## src/rtl/uart_rx.sv

```systemverilog
// uart_rx: oversampling UART receiver. Recovers one frame (start, Width data
// bits LSB first, optional parity, one stop bit) and strobes the result.
module uart_rx #(
  parameter int unsigned Width = 8
) (
  input  logic             i_clk,
  input  logic             i_rst_n,
  input  logic             i_rx_in,
  input  logic             i_par_en,
  input  logic             i_par_typ,
  input  logic [5:0]       i_prescale,
  output logic [Width-1:0] o_p_data,
  output logic             o_data_valid,
  output logic             o_par_err,
  output logic             o_stp_err
);

  localparam int unsigned CntW = (Width > 1) ? $clog2(Width) : 1;
  localparam logic [CntW-1:0] LastBit = CntW'(Width - 1);

  typedef enum logic [2:0] {
    StIdle,
    StStart,
    StData,
    StParity,
    StStop
  } state_e;

  // Registered state
  state_e            r_state;
  logic [5:0]        r_edge_cnt;
  logic [CntW-1:0]   r_bit_cnt;
  logic [1:0]        r_samp;
  logic              r_bit;
  logic [Width-1:0]  r_shift;
  logic              r_par_en;
  logic              r_par_typ;
  logic [5:0]        r_presc;
  logic              r_par_fail;
  logic [Width-1:0]  r_p_data;
  logic              r_data_valid;
  logic              r_par_err;
  logic              r_stp_err;

  // Next-state values
  state_e            w_state_d;
  logic [5:0]        w_edge_cnt_d;
  logic [CntW-1:0]   w_bit_cnt_d;
  logic [1:0]        w_samp_d;
  logic              w_bit_d;
  logic [Width-1:0]  w_shift_d;
  logic              w_par_en_d;
  logic              w_par_typ_d;
  logic [5:0]        w_presc_d;
  logic              w_par_fail_d;
  logic [Width-1:0]  w_p_data_d;
  logic              w_data_valid_d;
  logic              w_par_err_d;
  logic              w_stp_err_d;

  // Helpers
  logic [5:0]        w_presc_sel;
  logic [5:0]        w_half;
  logic              w_last_edge;
  logic              w_maj;
  logic              w_par_exp;

  // Unsupported ratios fall back to 8.
  assign w_presc_sel = ((i_prescale == 6'd16) || (i_prescale == 6'd32)) ? i_prescale : 6'd8;
  assign w_half      = r_presc >> 1;
  assign w_last_edge = (r_edge_cnt == (r_presc - 6'd1));
  // Third sample is the live line; the first two were captured earlier in the bit.
  assign w_maj       = (r_samp[0] & r_samp[1]) | (r_samp[0] & i_rx_in) | (r_samp[1] & i_rx_in);
  assign w_par_exp   = r_par_typ ? ~^r_shift : ^r_shift;

  // Next-state and registered-output logic
  always_comb begin
    w_state_d      = r_state;
    w_edge_cnt_d   = r_edge_cnt;
    w_bit_cnt_d    = r_bit_cnt;
    w_samp_d       = r_samp;
    w_bit_d        = r_bit;
    w_shift_d      = r_shift;
    w_par_en_d     = r_par_en;
    w_par_typ_d    = r_par_typ;
    w_presc_d      = r_presc;
    w_par_fail_d   = r_par_fail;
    w_p_data_d     = r_p_data;
    w_data_valid_d = 1'b0;
    w_par_err_d    = 1'b0;
    w_stp_err_d    = 1'b0;

    if (r_state != StIdle) begin
      w_edge_cnt_d = w_last_edge ? 6'd0 : r_edge_cnt + 6'd1;
      if (r_edge_cnt == w_half - 6'd1) w_samp_d[0] = i_rx_in;
      if (r_edge_cnt == w_half)        w_samp_d[1] = i_rx_in;
      if (r_edge_cnt == w_half + 6'd1) w_bit_d     = w_maj;
    end

    unique case (r_state)
      StIdle: begin
        w_edge_cnt_d = 6'd0;
        if (!i_rx_in) begin
          // The detecting cycle is edge 0 of the start bit, so START begins at edge 1.
          w_state_d    = StStart;
          w_edge_cnt_d = 6'd1;
          w_bit_cnt_d  = '0;
          w_par_fail_d = 1'b0;
          w_par_en_d   = i_par_en;
          w_par_typ_d  = i_par_typ;
          w_presc_d    = w_presc_sel;
        end
      end
      StStart: begin
        if (w_last_edge) begin
          w_state_d = r_bit ? StIdle : StData;
        end
      end
      StData: begin
        if (w_last_edge) begin
          w_shift_d[r_bit_cnt] = r_bit;
          if (r_bit_cnt == LastBit) begin
            w_bit_cnt_d = '0;
            w_state_d   = r_par_en ? StParity : StStop;
          end else begin
            w_bit_cnt_d = r_bit_cnt + 1'b1;
          end
        end
      end
      StParity: begin
        if (w_last_edge) begin
          if (r_bit != w_par_exp) w_par_fail_d = 1'b1;
          w_state_d = StStop;
        end
      end
      StStop: begin
        if (w_last_edge) begin
          w_state_d = StIdle;
          if (r_bit && !r_par_fail) begin
            w_p_data_d     = r_shift;
            w_data_valid_d = 1'b1;
          end else begin
            w_stp_err_d = ~r_bit;
            w_par_err_d = r_par_fail;
          end
        end
      end
      default: begin
        w_state_d    = StIdle;
        w_edge_cnt_d = 6'd0;
      end
    endcase
  end

  // State and output registers
  always_ff @(posedge i_clk or negedge i_rst_n) begin
    if (!i_rst_n) begin
      r_state      <= StIdle;
      r_edge_cnt   <= 6'd0;
      r_bit_cnt    <= '0;
      r_samp       <= 2'b11;
      r_bit        <= 1'b1;
      r_shift      <= '0;
      r_par_en     <= 1'b0;
      r_par_typ    <= 1'b0;
      r_presc      <= 6'd8;
      r_par_fail   <= 1'b0;
      r_p_data     <= '0;
      r_data_valid <= 1'b0;
      r_par_err    <= 1'b0;
      r_stp_err    <= 1'b0;
    end else begin
      r_state      <= w_state_d;
      r_edge_cnt   <= w_edge_cnt_d;
      r_bit_cnt    <= w_bit_cnt_d;
      r_samp       <= w_samp_d;
      r_bit        <= w_bit_d;
      r_shift      <= w_shift_d;
      r_par_en     <= w_par_en_d;
      r_par_typ    <= w_par_typ_d;
      r_presc      <= w_presc_d;
      r_par_fail   <= w_par_fail_d;
      r_p_data     <= w_p_data_d;
      r_data_valid <= w_data_valid_d;
      r_par_err    <= w_par_err_d;
      r_stp_err    <= w_stp_err_d;
    end
  end

  assign o_p_data     = r_p_data;
  assign o_data_valid = r_data_valid;
  assign o_par_err    = r_par_err;
  assign o_stp_err    = r_stp_err;

endmodule

```

## config.mk

```make
export PLATFORM = sky130hd
export DESIGN_NAME = uart_rx
export DESIGN_NICKNAME = d
export VERILOG_FILES = /design/src/rtl/uart_rx.sv
export SDC_FILE = /design/constraint.sdc
export NUM_CORES = 1
export LEC_CHECK = 0
export BUFFER_PORTS_ARGS = -buffer_cell sky130_fd_sc_hd__buf_4
export CORE_ASPECT_RATIO = 1.1
export CORE_MARGIN = 2
export CORE_UTILIZATION = 55
export CTS_BUF_LIST = sky130_fd_sc_hd__clkbuf_2
export DETAILED_ROUTE_END_ITERATION = 8
export MAX_ROUTING_LAYER = met4
export PLACE_DENSITY = 0.77
export SLEW_MARGIN = 10
export SYNTH_ARGS = -nofsm -noshare
export SYNTH_HDL_FRONTEND = slang
export SYNTH_SLANG_ARGS = --single-unit
```

## constraint.sdc

```tcl
create_clock -name i_clk -period 2.6 [get_ports i_clk]
set_clock_uncertainty 0.1 [all_clocks]
set_input_delay 0.52 -clock i_clk [delete_from_list [all_inputs] [get_ports i_clk]]
set_output_delay 0.52 -clock i_clk [all_outputs]
set_load 0.005 [all_outputs]
```

==> results of run 1 <==
==> layout make-up <==
| cell class | instances | area, µm² | share of cell area [%] |
|---|---|---|---|
| multi-input cells | 168 | 1280 | 46.8 |
| repair buffers | 31 | 235 | 8.57 |
| clock inverters | 3 | 15.0 | 0.547 |
| inverters | 10 | 37.5 | 1.37 |
| flip-flops and latches | 43 | 1080 | 39.4 |
| well taps | 54 | 67.6 | 2.46 |
| clock buffers | 5 | 25.0 | 0.912 |
==> state kept, by name (all words and copies together), names as in the netlist <==
name and count:
o_data_valid 1, o_p_data 8, o_par_err 1, o_stp_err 1
r_bit 1, r_bit_cnt 3, r_edge_cnt 6, r_par_en 1
r_par_fail 1, r_par_typ 1, r_presc 6, r_samp 2
r_shift 8, r_state 3
==> where the power goes <==
group / switching [mW] / internal, mW
logic: 0.417 / 0.378
clock network: 0.218 / 0.0598
registers: 0.183 / 0.802
total: 0.818 / 1.24
==> worst min-delay path: stages <==
cell and delay (ps):
sky130_fd_sc_hd__buf_4 80, sky130_fd_sc_hd__nand2_1 40, sky130_fd_sc_hd__nand2_1 40
==> placed cells by master (no fill, tap or decap), drive strengths merged, types with 2 or more instances in the layout <==
| cell | instances |
|---|---|
| xnor2 | 23 |
| nand2b | 4 |
| a22o | 2 |
| clkinv | 2 |
| o21ai | 5 |
| dfrtp | 39 |
| and3 | 3 |
| o2111ai | 3 |
| nor2b | 2 |
| or4 | 3 |
| o211ai | 2 |
| mux2 | 19 |
| nor4 | 6 |
| dfstp | 4 |
| buf | 30 |
| nand2 | 16 |
| nor4b | 4 |
| ha | 7 |
| or2 | 2 |
| nor2 | 21 |
| clkbuf | 5 |
| inv | 10 |
| nand3 | 7 |
| xor2 | 9 |
| nor3 | 11 |
| mux2i | 3 |
| a21oi | 2 |
==> through the flow <==
step	total power [mW]	utilization (%)	hold WS, ps	setup WS [ps]
final	2.06	63.6	175	100
after CTS	2.06	63.2	157	75.8
after floorplan	1.60	-	124	139
after global placement	1.76	62.0	373	154
after detailed placement	1.78	62.0	379	113
after global routing	2.22	63.6	140	19.3
==> layer usage <==
layer  vias up  track usage, %  share of wire (%)
met5         -               -                  0
met4         0            8.67                1.6
met3         6            5.14                4.2
met2        39            33.2                 48
met1       865            28.6                 47
li1        868               -                  -
==> worst min path at each step <==
stage	startpoint	end	slack [ps]	cells after the start
floorplan	i_rst_n	o_data_valid	120	0
global placement	r_par_fail	r_par_fail	370	2
detailed placement	r_par_fail	r_par_fail	380	2
CTS	i_par_typ	r_par_typ	160	3
global route	i_par_en	r_par_en	140	3
finish	i_par_typ	r_par_typ	170	3
==> cell families (layout without fill, tap and decap cells) <==
family / Yosys count / after routing / share of synthesized area [%]
AOI/OAI and AO/OA: 25 / 25 / 8.88
xor gates and xnor gates: 32 / 32 / 11.4
adders and majority gates: 8 / 8 / 3.96
buffers and inverters: 22 / 49 / 4.77
DFF: 43 / 43 / 43.9
muxes: 22 / 22 / 9.90
and+or+nand+nor: 81 / 81 / 17.3
==> timing repair <==
action                                  in CTS  in global routing
hold endpoints to repair                    39                  0
hold buffers                                 1                  0
gates resized for setup                      0                  3
endpoints found under the setup margin       0                  8
==> results.md, run 1 <==
- The first detailed-routing pass took 4 iterations.
- The largest individual stage delay along the critical path comes from the cell sky130_fd_sc_hd__dfrtp_1.
- The post-synthesis area per instance is 10.6 µm².
- The global placement routability congestion is 0.906.
- The path length in cells of the critical path is 8.
- The nature of the critical path startpoint is a flip-flop.
- Across all register-to-register paths, the minimum setup slack is 100 ps.
- STA puts the critical path data arrival time at 2710 ps.
- In the finished design, the share of the clock period the worst path needs comes to 96.1%.
- After synthesis, flip-flops and latches occupy 43.9% of the total area.
- When the netlist entered floorplanning its net count stood at 251.
- In this run the number of H-tree levels came out at 2.
- The clock passes through at most 2 buffers.
- In this run, CTS created clock tree buffers numbering 5.
- With fillers left out, the area of the finished cells amounts to 2750 µm².
- The number of fillers in the final layout is 367.
- Of the cells placed in the final design, the portion with a size suffix greater than 1 is 26.9%.
- sky130_fd_sc_hd__dfrtp_1 is the most common cell in the netlist.
- In the routed layout, each cell is associated on average with a via count of 5.66.
- The worst hold path belongs to the class primary input to flip-flop.
- The flow ran to the end, and the final reports show no timing, DRC or antenna violations.
- The critical path endpoint category is a flip-flop.
- Of the post-synthesis cell area, the dominant cell type holds 39.6%.
- The die is 67.8 µm wide.
- The layout net count is 277.
- After detailed placement, the design holds a cell count of 305.
- In this run the cell area measured after placement is 2680 µm².
- Power spread over the standard cell area amounts to 750 nW/µm².
- The number of cells in the finished layout apart from fillers is 314.
- The number of cells on the worst reg-to-reg path is 8.
- After global routing the overflow that remains totals 0.
- The endpoint of the worst register-to-register path is o_p_data[5].
- Based on the critical path, the design can be clocked at up to 400 MHz.
- The total number of yosys warnings is 0.
- The most critical setup path has its endpoint at o_p_data[5].
- Once the floorplan was initialized, standard cells occupied 57.1% of the core.
- 0 antenna diodes ended up in the layout.
- Once the clock tree was built, the setup fixing pass inserted 0 buffers.
- Summed over all cells, the static leakage comes to 1.23 nW.
- The library cell occupying the most area in the post-synthesis netlist is sky130_fd_sc_hd__dfrtp_1.
- Setup repair after global routing left no endpoint under its margin.
- The initial antenna violation count is 0.
- 22 I/O pins were placed.
- Counting instances in the post-synthesis netlist gives the leading cell types as sky130_fd_sc_hd__dfrtp_1, sky130_fd_sc_hd__xnor2_1, sky130_fd_sc_hd__nor2_1, sky130_fd_sc_hd__mux2_2, sky130_fd_sc_hd__nand2_1.
- Clock latency on the worst-skew pair, taken at its later pin, is 410 ps.
- TritonCTS built the clock tree.
- The tree is rooted in a sky130_fd_sc_hd__clkbuf_2.
- The clock slew seen by the registers of the worst setup and hold paths is 210 ps.
- The biggest fanout along the worst timing path is 11.
- The largest stage delay on the critical path is 460 ps.
- After layout, the minimum clock period comes to 2500 ps.
- The number of distinct standard cells referenced by the synthesized netlist is 49.
- The family with the most delay on the worst path is compound AO/OA/AOI/OAI gates.
- The number of remaining DRC errors is 0.
- The average routed wire per standard cell is 14.4 µm.
- The overall routed net length is 4510 µm.
- The share of flip-flops with an asynchronous set or reset is 100%.
- Entering global routing, the biggest net connects 44 pins.
- The number of buffers and inverters on the critical path is 2.
- The worst voltage drop across the vdd grid is 0.000456 V.
- Max-cap violations in this run came to 0.
- The floorplan has 25 rows.
- The origin of the critical flop-to-flop path is r_presc[0].
- The number of slew-limit violations in the final report is 0.
- The first global-routing pass estimated 7900 µm of wire.
- The synthesized design contains 0 enable-type register cells.
- Buffers placed on the I/O ports in this run total 21.
- The final route contains 1778 vias.
- The total core area is 4320 µm².
- The transition time at the pin with the least slew margin is 588 ps.
- The area growth from synthesis to layout is 11.4%.
- The estimated wirelength of the detail-placed design is 3280 µm.
- In this run the remaining antenna-violating nets after routing total 0.
- The die height is 74.2 µm.
- The die area is 5030 µm².
- Synthesis produced 233 cells.
- The aggregate global-route resource usage is 21.9%.
- The critical path goes through inv_1 > ha_2 > o21ba_2 > a221oi_2 > a41oi_4 > nor4_4 > buf_4 > mux2_2.
- In this run, the number of DRC markers left after iteration 0 of detailed routing was 132.
- In the synthesized netlist the dominant register cell turns out to be sky130_fd_sc_hd__dfrtp_1.
- The final hold violation count was 0.
- The synthesis-stage register bit count is 43.
- The first element of the critical path is r_presc[0].
- The number of global-route vias before repair is 1691.
- The critical path in this run is classified as flip-flop to flip-flop.
- The number of sinks driven by the clock tree is 43.
- The critical path required time is 2810 ps.
- Ranked by total cell area, the synthesized netlist is headed by sky130_fd_sc_hd__dfrtp_1, sky130_fd_sc_hd__mux2_2, sky130_fd_sc_hd__xnor2_1, sky130_fd_sc_hd__dfstp_2, sky130_fd_sc_hd__ha_1.
- Measured against its own limit, the worst slew margin works out to 60.6%.
- The cell area that synthesis handed to floorplanning was 2460 µm².
- The final-layout setup total negative slack is 0 ps.
- Setup violations remaining at the end of the flow were counted as 0.
No activity file was read; power rests on OpenSTA's default activity.
==> run 2: changes to the inputs <==
==> constraint.sdc (replaced) <==
create_clock -name i_clk -period 2.6 [get_ports i_clk]
set_clock_uncertainty 0.1 [all_clocks]
set_input_delay 0.65 -clock i_clk [delete_from_list [all_inputs] [get_ports i_clk]]
set_output_delay 0.65 -clock i_clk [all_outputs]
set_load 0.005 [all_outputs]
==> run 2 against run 1 <==
Net effect: sequential power hardly changed; critical path depth unchanged; worst hold slack lost 100 ps; flip-flop and latch count unchanged; first-iteration DRC count is 28% lower; clock-buffer cell count stayed put; die area stayed put; via count decreased by 0.96%.
==> results.md, run 2 (synthesized netlist as in run 1, its figures left out) <==
- The flow ran to the end, and the final reports show no timing, DRC or antenna violations.
- From synthesis to final layout, the design area changed by 11.0%.
- In the final routed layout, each cell accounts on average for 14.3 µm.
- The routed design has 4490 µm of wire.
- The ratio of cells with drive above 1 in the final layout is 27.0%.
- The initial antenna violation count is 0.
- The H-tree depth is 2.
- In the layout the commonest cells are sky130_fd_sc_hd__dfrtp_1, sky130_fd_sc_hd__buf_4, sky130_fd_sc_hd__xnor2_1, sky130_fd_sc_hd__nor2_1, sky130_fd_sc_hd__mux2_2.
- The area occupied by multi-input gates is 1280 µm².
- The remaining global-route overflow is 0.
- The layout net count is 276.
- The number of hold buffers added after CTS was 0.
- For the worst setup path, the data required time is 2810 ps.
- The total setup buffers inserted after CTS is 0.
- In the routed design, unresolved DRC markers number 0.
- The worst voltage drop across the vdd grid is 0.000456 V.
- The minimum period implied by the final worst setup slack is 2500 ps.
- The repair_antennas step left the layout with diodes totalling 0.
- The class of the tightest hold or removal check is primary input to async pin.
- The floorplan step set the die width to 67.8 µm.
- The CTS tree is yes.
- The termination of the worst setup path is o_p_data[5].
- Global routing used 21.9% of the available tracks.
- At the worst endpoint, the arrival time is 2710 ps.
- From bottom edge to top edge, the die measures 74.2 µm.
- For this design, the sink count on the clock tree is 43.
- The layout has 368 filler cells.
- The transition time at the pin with the least slew margin is 585 ps.
- The count of buffers inserted at the top-level ports is 21.
- At the end of routability-driven placement, the weighted congestion stood at 0.906.
- The worst setup path is captured at a flip-flop.
- The number of global-route vias before repair is 1688.
- The endpoint of the worst register-to-register path is o_p_data[5].
- Counting the buffers created by CTS gives 5.
- The clock slew seen by the registers of the worst setup and hold paths is 210 ps.
- Across the run, the number of max-cap violations was 0.
- The final hold violation count is 0.
- The first global-routing pass estimated 7870 µm of wire.
- The number of optimization iterations in the first detailed-route pass is 4.
- The final clock period utilization by the worst path is 96.1%.
- The area occupied by registers is 1080 µm².
- Of all nets on the critical path, the largest fanout is 11.
- Derived from the worst setup path, the maximum achievable clock frequency is 400 MHz.
- Clock tree synthesis selected as its root buffer the cell sky130_fd_sc_hd__clkbuf_2.
- Entering global routing, the biggest net connects 44 pins.
- Dividing total power by cell area gives a power density of 752 nW/µm².
- The standard-cell row count is 25.
- The worst setup path is launched from a flip-flop.
- Setup repair after global routing left no endpoint under its margin.
- The origin of the critical flop-to-flop path is r_presc[0].
- The insertion delay of the later-clocked pin in the worst-skew pair is 420 ps.
- The internal reg-to-reg setup slack is 100 ps.
- The library cell used most frequently in the layout, excluding fill and tap cells, is sky130_fd_sc_hd__dfrtp_1.
- The effective utilization at floorplan is 57.1%.
- The detailed router placed 1761 vias in this run.
- The overall power of the completed layout is 2.06 mW.
- The post-CTS resize count is 0.
- In this run the static leakage power is 1.22 nW.
- Headroom to the max-slew limit came out at 60.8%.
- The number of slew-limit violations in the final report was 0.
- The deepest clock path buffer count is 2.
- The first element of the critical path is r_presc[0].
- The count of nets left with antenna violations once routing finished came out at 0.
- The die area is 5030 µm².
- 22 I/O pins were placed.
- The total core area is 4320 µm².
- After detailed routing, the number of vias per cell comes to 5.63.
- The initial DRC count is 95.
- The critical path in this run is classified as flip-flop to flip-flop.
- The count of final setup violators is 0.
- The number of cells on the worst reg-to-reg path is 8.
- The estimated wirelength of the detail-placed design is 3280 µm.
- Setup total negative slack on the finished layout was measured at 0 ps.
run 2: cell count changes in the layout (fill, tap and decap cells not counted):
| cell | delta |
|---|---|
| sky130_fd_sc_hd__dlygate4sd3_1 | -1 |
run 2: routing by layer:
| layer | track usage (%) | routed length (µm) | vias up |
|---|---|---|---|
| met3 | 5.14 | 212 | 6 |
| met2 | 33.2 | 2150 | 44 |
| li1 | - | - | 866 |
| met1 | 28.4 | 2060 | 845 |
| met5 | - | 0 | - |
| met4 | 8.67 | 72 | 0 |
run 2: how the worst min path moves through the flow:
| stage | slack, ps | endpoint | startpoint |
|---|---|---|---|
| after floorplan | 250 | o_data_valid | i_rst_n |
| after global placement | 370 | r_par_fail | r_par_fail |
| after detailed placement | 380 | r_par_fail | r_par_fail |
| after CTS | 90 | r_bit_cnt[0] | i_rst_n |
| after global routing | 80 | r_state[0] | i_rst_n |
| final | 70 | r_presc[5] | i_rst_n |
run 2: power by group:
part | internal [mW] | total (mW) | switching, mW
sequential | 0.802 | 0.985 | 0.184
clock | 0.0598 | 0.278 | 0.218
combinational | 0.377 | 0.794 | 0.417
run 2: worst max-delay path, cell delays in order, from the launching register on:
cell,delay [ps]
sky130_fd_sc_hd__dfrtp_1,460
sky130_fd_sc_hd__inv_1,90
sky130_fd_sc_hd__ha_2,230
sky130_fd_sc_hd__o21ba_2,210
sky130_fd_sc_hd__a221oi_2,330
sky130_fd_sc_hd__a41oi_4,120
sky130_fd_sc_hd__nor4_4,300
sky130_fd_sc_hd__buf_4,210
sky130_fd_sc_hd__mux2_2,350
run 2: final cells by class:
class                      count  area share (%)
clock buffer                   5           0.915
clock inverter                 3           0.549
inverter                      10            1.37
multi-input combinational    168            46.9
sequential                    43            39.5
tap                           54            2.47
timing repair buffer          30            8.23
run 2: per-stage QoR:
stage                     instance area, µm²  std cells  hold slack, ps  setup slack, ps  util (%)
after global routing                    2740        313            77.5             19.3      63.4
after CTS                               2720        313            85.8             75.8      63.0
final                                   2740        313            72.5              101      63.4
after detailed placement                2680        305             379              113      62.0
after floorplan                         2460        233             254              139         -
after global placement                  2680        305             373              154      62.0
